`config.mk`:
```
export PLATFORM = sky130hd
export DESIGN_NAME = conv_run_sequencer_flat
export DESIGN_NICKNAME = d
export VERILOG_FILES = /design/src/rtl/conv_run_sequencer_pkg.sv /design/src/rtl/conv_run_sequencer_if.sv /design/src/rtl/conv_run_sequencer_result_writer.sv /design/src/rtl/conv_run_sequencer.sv /design/src/flat_wrapper.sv
export SDC_FILE = /design/constraint.sdc
export NUM_CORES = 1
export LEC_CHECK = 0
export ABC_CLOCK_PERIOD_IN_PS = 2650
export BUFFER_PORTS_ARGS = -buffer_cell sky130_fd_sc_hd__buf_2
export CELL_PAD_IN_SITES_DETAIL_PLACEMENT = 0
export CELL_PAD_IN_SITES_GLOBAL_PLACEMENT = 2
export CORE_MARGIN = 5
export CORE_UTILIZATION = 31
export DETAILED_ROUTE_END_ITERATION = 16
export HOLD_SLACK_MARGIN = 0.12
export PLACE_DENSITY_LB_ADDON = 0.1
export SYNTH_ARGS = -nofsm -noshare
export SYNTH_HDL_FRONTEND = slang
export SYNTH_SLANG_ARGS = --single-unit
```
`constraint.sdc`:
```
create_clock -name clk -period 2.65 [get_ports clk]
set_clock_uncertainty 0.05 [all_clocks]
set_input_delay 0.1325 -clock clk [delete_from_list [all_inputs] [get_ports clk]]
set_output_delay 0.1325 -clock clk [all_outputs]
set_load 0.02 [all_outputs]
```
`src/rtl/conv_run_sequencer_pkg.sv`:
```
// Shared types and constants for the binary convolution run sequencer.
// Latency: n/a (declarations only).
// Backpressure: n/a.
// Contents: state enum, SRAM widths, header limits, header range helper.
package conv_pkg;

  localparam int ADDR_W = 12;
  localparam int DATA_W = 16;
  localparam int DIM_W  = 5;
  localparam int KERN_W = 9;

  localparam logic [DATA_W-1:0] TERM_WORD = 16'h00FF;
  localparam int MIN_DIM = 3;
  localparam int MAX_DIM = 16;

  typedef enum logic [2:0] {
    IDLE,
    WLOAD,
    HDR_REQ,
    HDR_CHK,
    ROW_REQ,
    ROW_HOLD,
    WAIT_DP,
    DRAIN
  } seq_state_t;

  // A header starts a matrix only when it is a legal dimension; anything
  // else (including TERM_WORD) ends the run.
  function automatic logic hdr_is_dim(input logic [DATA_W-1:0] w);
    return (w != TERM_WORD) &&
           (w >= DATA_W'(MIN_DIM)) &&
           (w <= DATA_W'(MAX_DIM));
  endfunction

endpackage

```
`src/rtl/conv_run_sequencer_if.sv`:
```
// Bundle of run handshake, SRAM ports and datapath stream for the sequencer.
// Latency: n/a (wires only).
// Backpressure: rows use dp_row_valid/dp_row_ready; results are never stalled.
// master = sequencer side, slave = SRAMs + datapath + host side.
interface conv_run_sequencer_if;
  import conv_pkg::*;

  logic              dut_run;
  logic              dut_busy;
  logic [ADDR_W-1:0] dut_sram_read_address;
  logic [DATA_W-1:0] sram_dut_read_data;
  logic [ADDR_W-1:0] dut_wmem_read_address;
  logic [DATA_W-1:0] wmem_dut_read_data;
  logic              dut_sram_write_enable;
  logic [ADDR_W-1:0] dut_sram_write_address;
  logic [DATA_W-1:0] dut_sram_write_data;
  logic              dp_start;
  logic [DIM_W-1:0]  dp_dim;
  logic [KERN_W-1:0] dp_kernel;
  logic              dp_row_valid;
  logic [DATA_W-1:0] dp_row_data;
  logic              dp_row_ready;
  logic              dp_res_valid;
  logic [DATA_W-1:0] dp_res_data;
  logic              dp_done;

  modport master (
    input  dut_run, sram_dut_read_data, wmem_dut_read_data,
           dp_row_ready, dp_res_valid, dp_res_data, dp_done,
    output dut_busy, dut_sram_read_address, dut_wmem_read_address,
           dut_sram_write_enable, dut_sram_write_address, dut_sram_write_data,
           dp_start, dp_dim, dp_kernel, dp_row_valid, dp_row_data
  );

  modport slave (
    output dut_run, sram_dut_read_data, wmem_dut_read_data,
           dp_row_ready, dp_res_valid, dp_res_data, dp_done,
    input  dut_busy, dut_sram_read_address, dut_wmem_read_address,
           dut_sram_write_enable, dut_sram_write_address, dut_sram_write_data,
           dp_start, dp_dim, dp_kernel, dp_row_valid, dp_row_data
  );

endinterface

```
`src/rtl/conv_run_sequencer_result_writer.sv`:
```
// Registers datapath results into sequential output SRAM writes.
// Latency: 1 cycle from res_vld to wr_en.
// Backpressure: none; accepts a result every cycle.
// Ports: clr_ptr restarts at address 0; res_vld/res_dat in; wr_en/wr_addr/wr_dat to SRAM.
module conv_result_writer
  import conv_pkg::*;
(
  input  logic              clk,
  input  logic              reset_b,
  input  logic              clr_ptr,
  input  logic              res_vld,
  input  logic [DATA_W-1:0] res_dat,
  output logic              wr_en,
  output logic [ADDR_W-1:0] wr_addr,
  output logic [DATA_W-1:0] wr_dat
);

  logic [ADDR_W-1:0] out_ptr_q;

  always_ff @(posedge clk or negedge reset_b) begin
    if (!reset_b) begin
      out_ptr_q <= '0;
      wr_en     <= 1'b0;
      wr_addr   <= '0;
      wr_dat    <= '0;
    end else begin
      wr_en <= res_vld;
      if (clr_ptr) begin
        out_ptr_q <= '0;
      end else if (res_vld) begin
        wr_addr   <= out_ptr_q;
        wr_dat    <= res_dat;
        // Wraps 4095 -> 0 by width.
        out_ptr_q <= out_ptr_q + 1'b1;
      end
    end
  end

endmodule

```
`src/rtl/conv_run_sequencer.sv`:
```
// Run sequencer: loads kernel, walks input SRAM headers/rows, streams rows, logs results.
// Latency: row issued 2 cycles after its request; result written 1 cycle after dp_res_valid.
// Backpressure: rows held stable until dp_row_ready; results are never stalled.
// Ports: clk, reset_b (async, active low), bus (master side of conv_run_sequencer_if).
module conv_run_sequencer
  import conv_pkg::*;
(
  input  logic                 clk,
  input  logic                 reset_b,
  conv_run_sequencer_if.master bus
);

  seq_state_t        state_q, state_d;
  logic [ADDR_W-1:0] in_ptr_q;
  logic [DIM_W-1:0]  row_cnt_q;
  logic [DIM_W-1:0]  row_cnt_nxt;
  logic [DIM_W-1:0]  dim_q;
  logic [KERN_W-1:0] kernel_q;
  logic              start_q;
  logic              row_held_q;
  logic [DATA_W-1:0] row_dat_q;
  logic              run_acc;
  logic              hdr_ok;
  logic              res_en;
  logic              unused_wmem_hi;

  assign run_acc     = (state_q == IDLE) && bus.dut_run;
  assign hdr_ok      = hdr_is_dim(bus.sram_dut_read_data);
  assign res_en      = (state_q != IDLE) && bus.dp_res_valid;
  assign row_cnt_nxt = row_cnt_q + 1'b1;
  assign unused_wmem_hi = ^bus.wmem_dut_read_data[DATA_W-1:KERN_W];

  always_comb begin
    state_d = state_q;
    case (state_q)
      IDLE:     if (bus.dut_run) state_d = WLOAD;
      WLOAD:    state_d = HDR_REQ;
      HDR_REQ:  state_d = HDR_CHK;
      HDR_CHK:  state_d = hdr_ok ? ROW_REQ : DRAIN;
      ROW_REQ:  state_d = ROW_HOLD;
      ROW_HOLD: if (bus.dp_row_ready) state_d = (row_cnt_nxt == dim_q) ? WAIT_DP : ROW_REQ;
      WAIT_DP:  if (bus.dp_done) state_d = HDR_REQ;
      // A result arriving now is written next cycle, so stay until none is in flight.
      DRAIN:    if (!bus.dp_res_valid) state_d = IDLE;
      default:  state_d = IDLE;
    endcase
  end

  always_ff @(posedge clk or negedge reset_b) begin
    if (!reset_b) begin
      state_q    <= IDLE;
      in_ptr_q   <= '0;
      row_cnt_q  <= '0;
      dim_q      <= '0;
      kernel_q   <= '0;
      start_q    <= 1'b0;
      row_held_q <= 1'b0;
      row_dat_q  <= '0;
    end else begin
      state_q <= state_d;
      start_q <= 1'b0;
      case (state_q)
        WLOAD: begin
          kernel_q <= bus.wmem_dut_read_data[KERN_W-1:0];
          in_ptr_q <= '0;
        end
        HDR_CHK: begin
          if (hdr_ok) begin
            dim_q     <= bus.sram_dut_read_data[DIM_W-1:0];
            start_q   <= 1'b1;
            row_cnt_q <= '0;
            in_ptr_q  <= in_ptr_q + 1'b1;
          end
        end
        ROW_HOLD: begin
          if (bus.dp_row_ready) begin
            row_held_q <= 1'b0;
            in_ptr_q   <= in_ptr_q + 1'b1;
            row_cnt_q  <= row_cnt_nxt;
          end else if (!row_held_q) begin
            // Capture the row on the first stalled cycle so it stays stable
            // whatever the SRAM read port does afterwards.
            row_held_q <= 1'b1;
            row_dat_q  <= bus.sram_dut_read_data;
          end
        end
        default: ;
      endcase
    end
  end

  // First ROW_HOLD cycle forwards the SRAM word directly, giving one row per 2 cycles.
  assign bus.dp_row_data  = (state_q != ROW_HOLD) ? '0 :
                            (row_held_q ? row_dat_q : bus.sram_dut_read_data);
  assign bus.dp_row_valid = (state_q == ROW_HOLD);
  assign bus.dut_busy     = (state_q != IDLE);
  assign bus.dut_sram_read_address = in_ptr_q;
  assign bus.dut_wmem_read_address = '0;
  assign bus.dp_start     = start_q;
  assign bus.dp_dim       = dim_q;
  assign bus.dp_kernel    = kernel_q;

  conv_result_writer u_writer (
    .clk     (clk),
    .reset_b (reset_b),
    .clr_ptr (run_acc),
    .res_vld (res_en),
    .res_dat (bus.dp_res_data),
    .wr_en   (bus.dut_sram_write_enable),
    .wr_addr (bus.dut_sram_write_address),
    .wr_dat  (bus.dut_sram_write_data)
  );

endmodule

```
`src/flat_wrapper.sv`:
```
// flat-port wrapper written by rule: the top's interface ports become plain ports
module conv_run_sequencer_flat import conv_pkg::*;
  (clk, reset_b, bus_dut_run, bus_sram_dut_read_data, bus_wmem_dut_read_data, bus_dp_row_ready, bus_dp_res_valid, bus_dp_res_data, bus_dp_done, bus_dut_busy, bus_dut_sram_read_address, bus_dut_wmem_read_address, bus_dut_sram_write_enable, bus_dut_sram_write_address, bus_dut_sram_write_data, bus_dp_start, bus_dp_dim, bus_dp_kernel, bus_dp_row_valid, bus_dp_row_data);
  conv_run_sequencer_if bus_i ();
  input  logic clk;
  input  logic reset_b;
  input wire logic [$bits(bus_i.dut_run)-1:0] bus_dut_run;
  input wire logic [$bits(bus_i.sram_dut_read_data)-1:0] bus_sram_dut_read_data;
  input wire logic [$bits(bus_i.wmem_dut_read_data)-1:0] bus_wmem_dut_read_data;
  input wire logic [$bits(bus_i.dp_row_ready)-1:0] bus_dp_row_ready;
  input wire logic [$bits(bus_i.dp_res_valid)-1:0] bus_dp_res_valid;
  input wire logic [$bits(bus_i.dp_res_data)-1:0] bus_dp_res_data;
  input wire logic [$bits(bus_i.dp_done)-1:0] bus_dp_done;
  output wire logic [$bits(bus_i.dut_busy)-1:0] bus_dut_busy;
  output wire logic [$bits(bus_i.dut_sram_read_address)-1:0] bus_dut_sram_read_address;
  output wire logic [$bits(bus_i.dut_wmem_read_address)-1:0] bus_dut_wmem_read_address;
  output wire logic [$bits(bus_i.dut_sram_write_enable)-1:0] bus_dut_sram_write_enable;
  output wire logic [$bits(bus_i.dut_sram_write_address)-1:0] bus_dut_sram_write_address;
  output wire logic [$bits(bus_i.dut_sram_write_data)-1:0] bus_dut_sram_write_data;
  output wire logic [$bits(bus_i.dp_start)-1:0] bus_dp_start;
  output wire logic [$bits(bus_i.dp_dim)-1:0] bus_dp_dim;
  output wire logic [$bits(bus_i.dp_kernel)-1:0] bus_dp_kernel;
  output wire logic [$bits(bus_i.dp_row_valid)-1:0] bus_dp_row_valid;
  output wire logic [$bits(bus_i.dp_row_data)-1:0] bus_dp_row_data;
  assign bus_i.dut_run = bus_dut_run;
  assign bus_i.sram_dut_read_data = bus_sram_dut_read_data;
  assign bus_i.wmem_dut_read_data = bus_wmem_dut_read_data;
  assign bus_i.dp_row_ready = bus_dp_row_ready;
  assign bus_i.dp_res_valid = bus_dp_res_valid;
  assign bus_i.dp_res_data = bus_dp_res_data;
  assign bus_i.dp_done = bus_dp_done;
  assign bus_dut_busy = bus_i.dut_busy;
  assign bus_dut_sram_read_address = bus_i.dut_sram_read_address;
  assign bus_dut_wmem_read_address = bus_i.dut_wmem_read_address;
  assign bus_dut_sram_write_enable = bus_i.dut_sram_write_enable;
  assign bus_dut_sram_write_address = bus_i.dut_sram_write_address;
  assign bus_dut_sram_write_data = bus_i.dut_sram_write_data;
  assign bus_dp_start = bus_i.dp_start;
  assign bus_dp_dim = bus_i.dp_dim;
  assign bus_dp_kernel = bus_i.dp_kernel;
  assign bus_dp_row_valid = bus_i.dp_row_valid;
  assign bus_dp_row_data = bus_i.dp_row_data;
  conv_run_sequencer u_core (.clk(clk), .reset_b(reset_b), .bus(bus_i));
endmodule
```
==> metrics.md <==
| Metric | Value |
|---|---|
| H-tree lvl count | 3 |
| Grt ovf | 0 |
| Final Wtd Congestion | between 0.7 and 0.8 |
| Post-CTS setup buffer count | 0 |
| Die Wd | around 130 µm |
| Fin. Hold Viols | 0 |
| Unrepaired setup endpoints after global routing | false |
| Global-route wire length before repair | ~22000 µm |
| Detailed Route WL | roughly 13000 µm |
| Vias in the first global route | between 4000 and 5000 |
| Peak supply drop | between 0.4 and 0.5 mV |
| Tcrit/Tclk final | about 90% |
| Most frequent cells in the layout | 119 x buf_2, 102 x nand2_1, 93 x dfrtp_1 |
| Post-synth EDFFs | 0 |
| Post-DP HPWL | 9120 µm |
| Core ar. | approximately 0.015 mm² |
| Startpoint types | input port |
| Outcome | finished clean |
| Clk_lat worst skew | approximately 350 ps |
| Diode count | 0 |
| Mapped cell area | roughly 0.0046 mm² |
| Top post-synthesis cells by area | dfrtp_1 50%, nand2_1 8.3%, mux2_2 7.6%, mux2i_1 3.7%, nor2_1 3.2% |
| Placed Area | 0.00542 mm² |
| Clock Sinks | 93 |
| Initial DRC Count | between 150 and 200 |
| Required @ worst endpoint | 2820 ps |
| Synth top area share | approximately 50% |
| Layout area overhead | 32.7% |
| Crit-path slowest cell | dlygate4sd3_1 |
| Min Tclk post-route | 2330 ps |
| MaxCap Viol Count | 0 |
| Slew Viols, Final | 0 |
| Pin count of the biggest net entering global routing | between 40 and 50 |
| Post_cts resized | 0 |
| Die ar. | around 0.017 mm² |
| PwrDens | ~870 mW/mm² |
| CTS Buffer Depth | 2 |
| Hold-fix buffer count after cts | between 40 and 50 |
| Pleak | 3.18 nW |
| Final #Nets | roughly 690 |
| Total power | 5.31 mW |
| Final setup TNS | 0 ps |
| Rel. slew slack | between 50 and 60% |
| Crit path largest cell delay | about 530 ps |
| Number of fill cells | about 1400 |
| Yosys warning count | 0 |
| Yosys top cell by area | dfrtp_1 |
| Asr flop ratio synth | 100% |
| TritonCTS clock tree | built |
| Mean post-synth cell area | between 9 and 10 µm² |
| Synth Instances | 467 |
| Worst path buffer plus inverter count | 2 |
| Initial antenna violation count | 0 |
| Kind of critical path | in -> reg |
| Fin util | 42.0% |
| Sequential share of the synthesized area | roughly half |
| Final setup fails | 0 |
| Total iterations of the first detailed-routing run | 4 |
| Worst-path cell chain | dlygate4sd3_1, buf_2, nor4_1, nand3_1, o21ai_2, and3_1, a21oi_1 |
| CTS root buf | clkbuf_16 |
| Area of the multi-input gates | between 0.002 and 0.0025 mm² |
| Crit-path leading delay family | simple AND/OR/NAND/NOR gates |
| Total Routing Usage GR | between 10% and 20% |
| Vias per inst | slightly below 5 |
| Storage cell area | between 0.002 and 0.0025 mm² |
| WP data arrival | 2490 ps |
| Tightest Pin Transition | approximately 730 ps |
| Most common cell after layout, fill and taps aside | buf_2 |
| Post-synth top flop | dfrtp_1 |
| Layout cells sized above 1 | a little under a third |
| Max Clock Freq | ~430 MHz |
| Ports | 140 |
| Buffers on Ports | 120 |
| Drt wl/cell | around 16 µm |
| Final ANT Viol Nets | 0 |
| Post-route cell area | 0.00613 mm² |
| Pre-CTS setup slack | around 530 ps |
| Worst-path maximum fanout | 7 |
| Inserted Clock Buffers | 9 |
| DRC violations left | 0 |
| DR vias | between 3000 and 4000 |
| Starting Density | 31.7% |
| #FFs+latches synth | 93 |
| Clock slew at reported path FFs | around 60 ps |
| Post-synth cell types | 58 |
| CP Capture Type | register |
| Final WS setup | between 300 and 400 ps |
| Worst Hold Class | in -> reg |
| Die height | around 130 µm |
| FP Rows | 44 |
-- cells in the mapped netlist (all sizes together) (7+ instances only) --
cell type	count
nand2	103
mux2i	18
nand3	13
o21ai	12
nor2	41
and3	10
xor2	12
inv	7
buf	20
a21oi	18
mux2	31
clkbuf	14
dfrtp	93
-- stage by stage --
step / std cells / hold slack [ps]
after detailed placement: 761 / 125
after global routing: 821 / 196
final: 821 / 167
after CTS: 821 / 149
after global placement: 761 / 123
after floorplan: 478 / -213
-- per-layer routing --
layer | vias up | global-route usage, % | routed length (µm)
met5 | - | 0 | 0
met4 | 0 | 3.94 | 183
met3 | 14 | 5.50 | 835
met1 | 1946 | 19.6 | 5750
li1 | 1922 | - | -
met2 | 100 | 24.4 | 6110
-- final timing paths --
path | start | end | slack [ps] | cells past startpoint
max in group asynchronous | reset_b | u_core.bus.dp_start$_DFF_PN0_ | 1590 | 3
worst min register to register | u_core.u_writer.wr_addr[0]$_DFFE_PN0P_ | u_core.u_writer.wr_addr[0]$_DFFE_PN0P_ | 420 | 2
worst max-delay path | bus_sram_dut_read_data[13] | u_core.bus.dut_sram_read_address[5]$_DFFE_PN0P_ | 320 | 7
worst min-delay path | bus_dp_row_ready | u_core.row_cnt_q[0]$_DFFE_PN0P_ | 170 | 3
worst max register to register | u_core.row_cnt_q[0]$_DFFE_PN0P_ | u_core.state_q[1]$_DFFE_PN0P_ | 570 | 6
min in group asynchronous | reset_b | u_core.row_cnt_q[4]$_DFFE_PN0P_ | 270 | 2
-- layout make-up --
type / instances / area share [%]
Sequential cell: 93 / 38.0
Multi-Input combinational cell: 344 / 34.6
Timing Repair Buffer: 177 / 18.8
Clock buffer: 13 / 4.08
Tap cell: 184 / 3.75
Inverter: 7 / 0.428
Clock inverter: 3 / 0.347
-- power by group --
part | switching (mW) | internal (mW) | total, mW
clock | 0.554 | 0.664 | 1.22
sequential | 0.269 | 1.80 | 2.07
combinational | 1.20 | 0.822 | 2.03
-- kinds of logic (layout without fill, tap and decap cells) --
group                    count (synthesis)  in the layout  share of synthesized area, %
AND/OR/NAND/NOR                        201            201                          20.2
flip-flops                              93             93                          50.4
AO/OA/AOI/OAI                           60             60                          8.75
multiplexers                            49             49                          11.5
buffers and inverters                   41            200                          4.58
XOR/XNOR                                16             16                          3.03
adder cells (fa/ha/maj)                  6              6                          1.46
other                                    1             12                        0.0812
-- tightest hold or removal path, cell delays in order --
cell and delay [ps]:
buf_2 160, a31oi_1 170, a221oi_1 50
-- flip-flops by register name (all words and copies together) (netlist names), 3 cells and up --
signal,count
u_core.row_cnt_q,5
u_core.bus.dp_kernel,9
u_core.u_writer.wr_addr,12
u_core.bus.dut_sram_read_address,12
u_core.u_writer.wr_dat,16
u_core.u_writer.out_ptr_q,12
u_core.state_q,3
u_core.bus.dp_dim,5
u_core.row_dat_q,16
(Power assumes the default switching activity.)
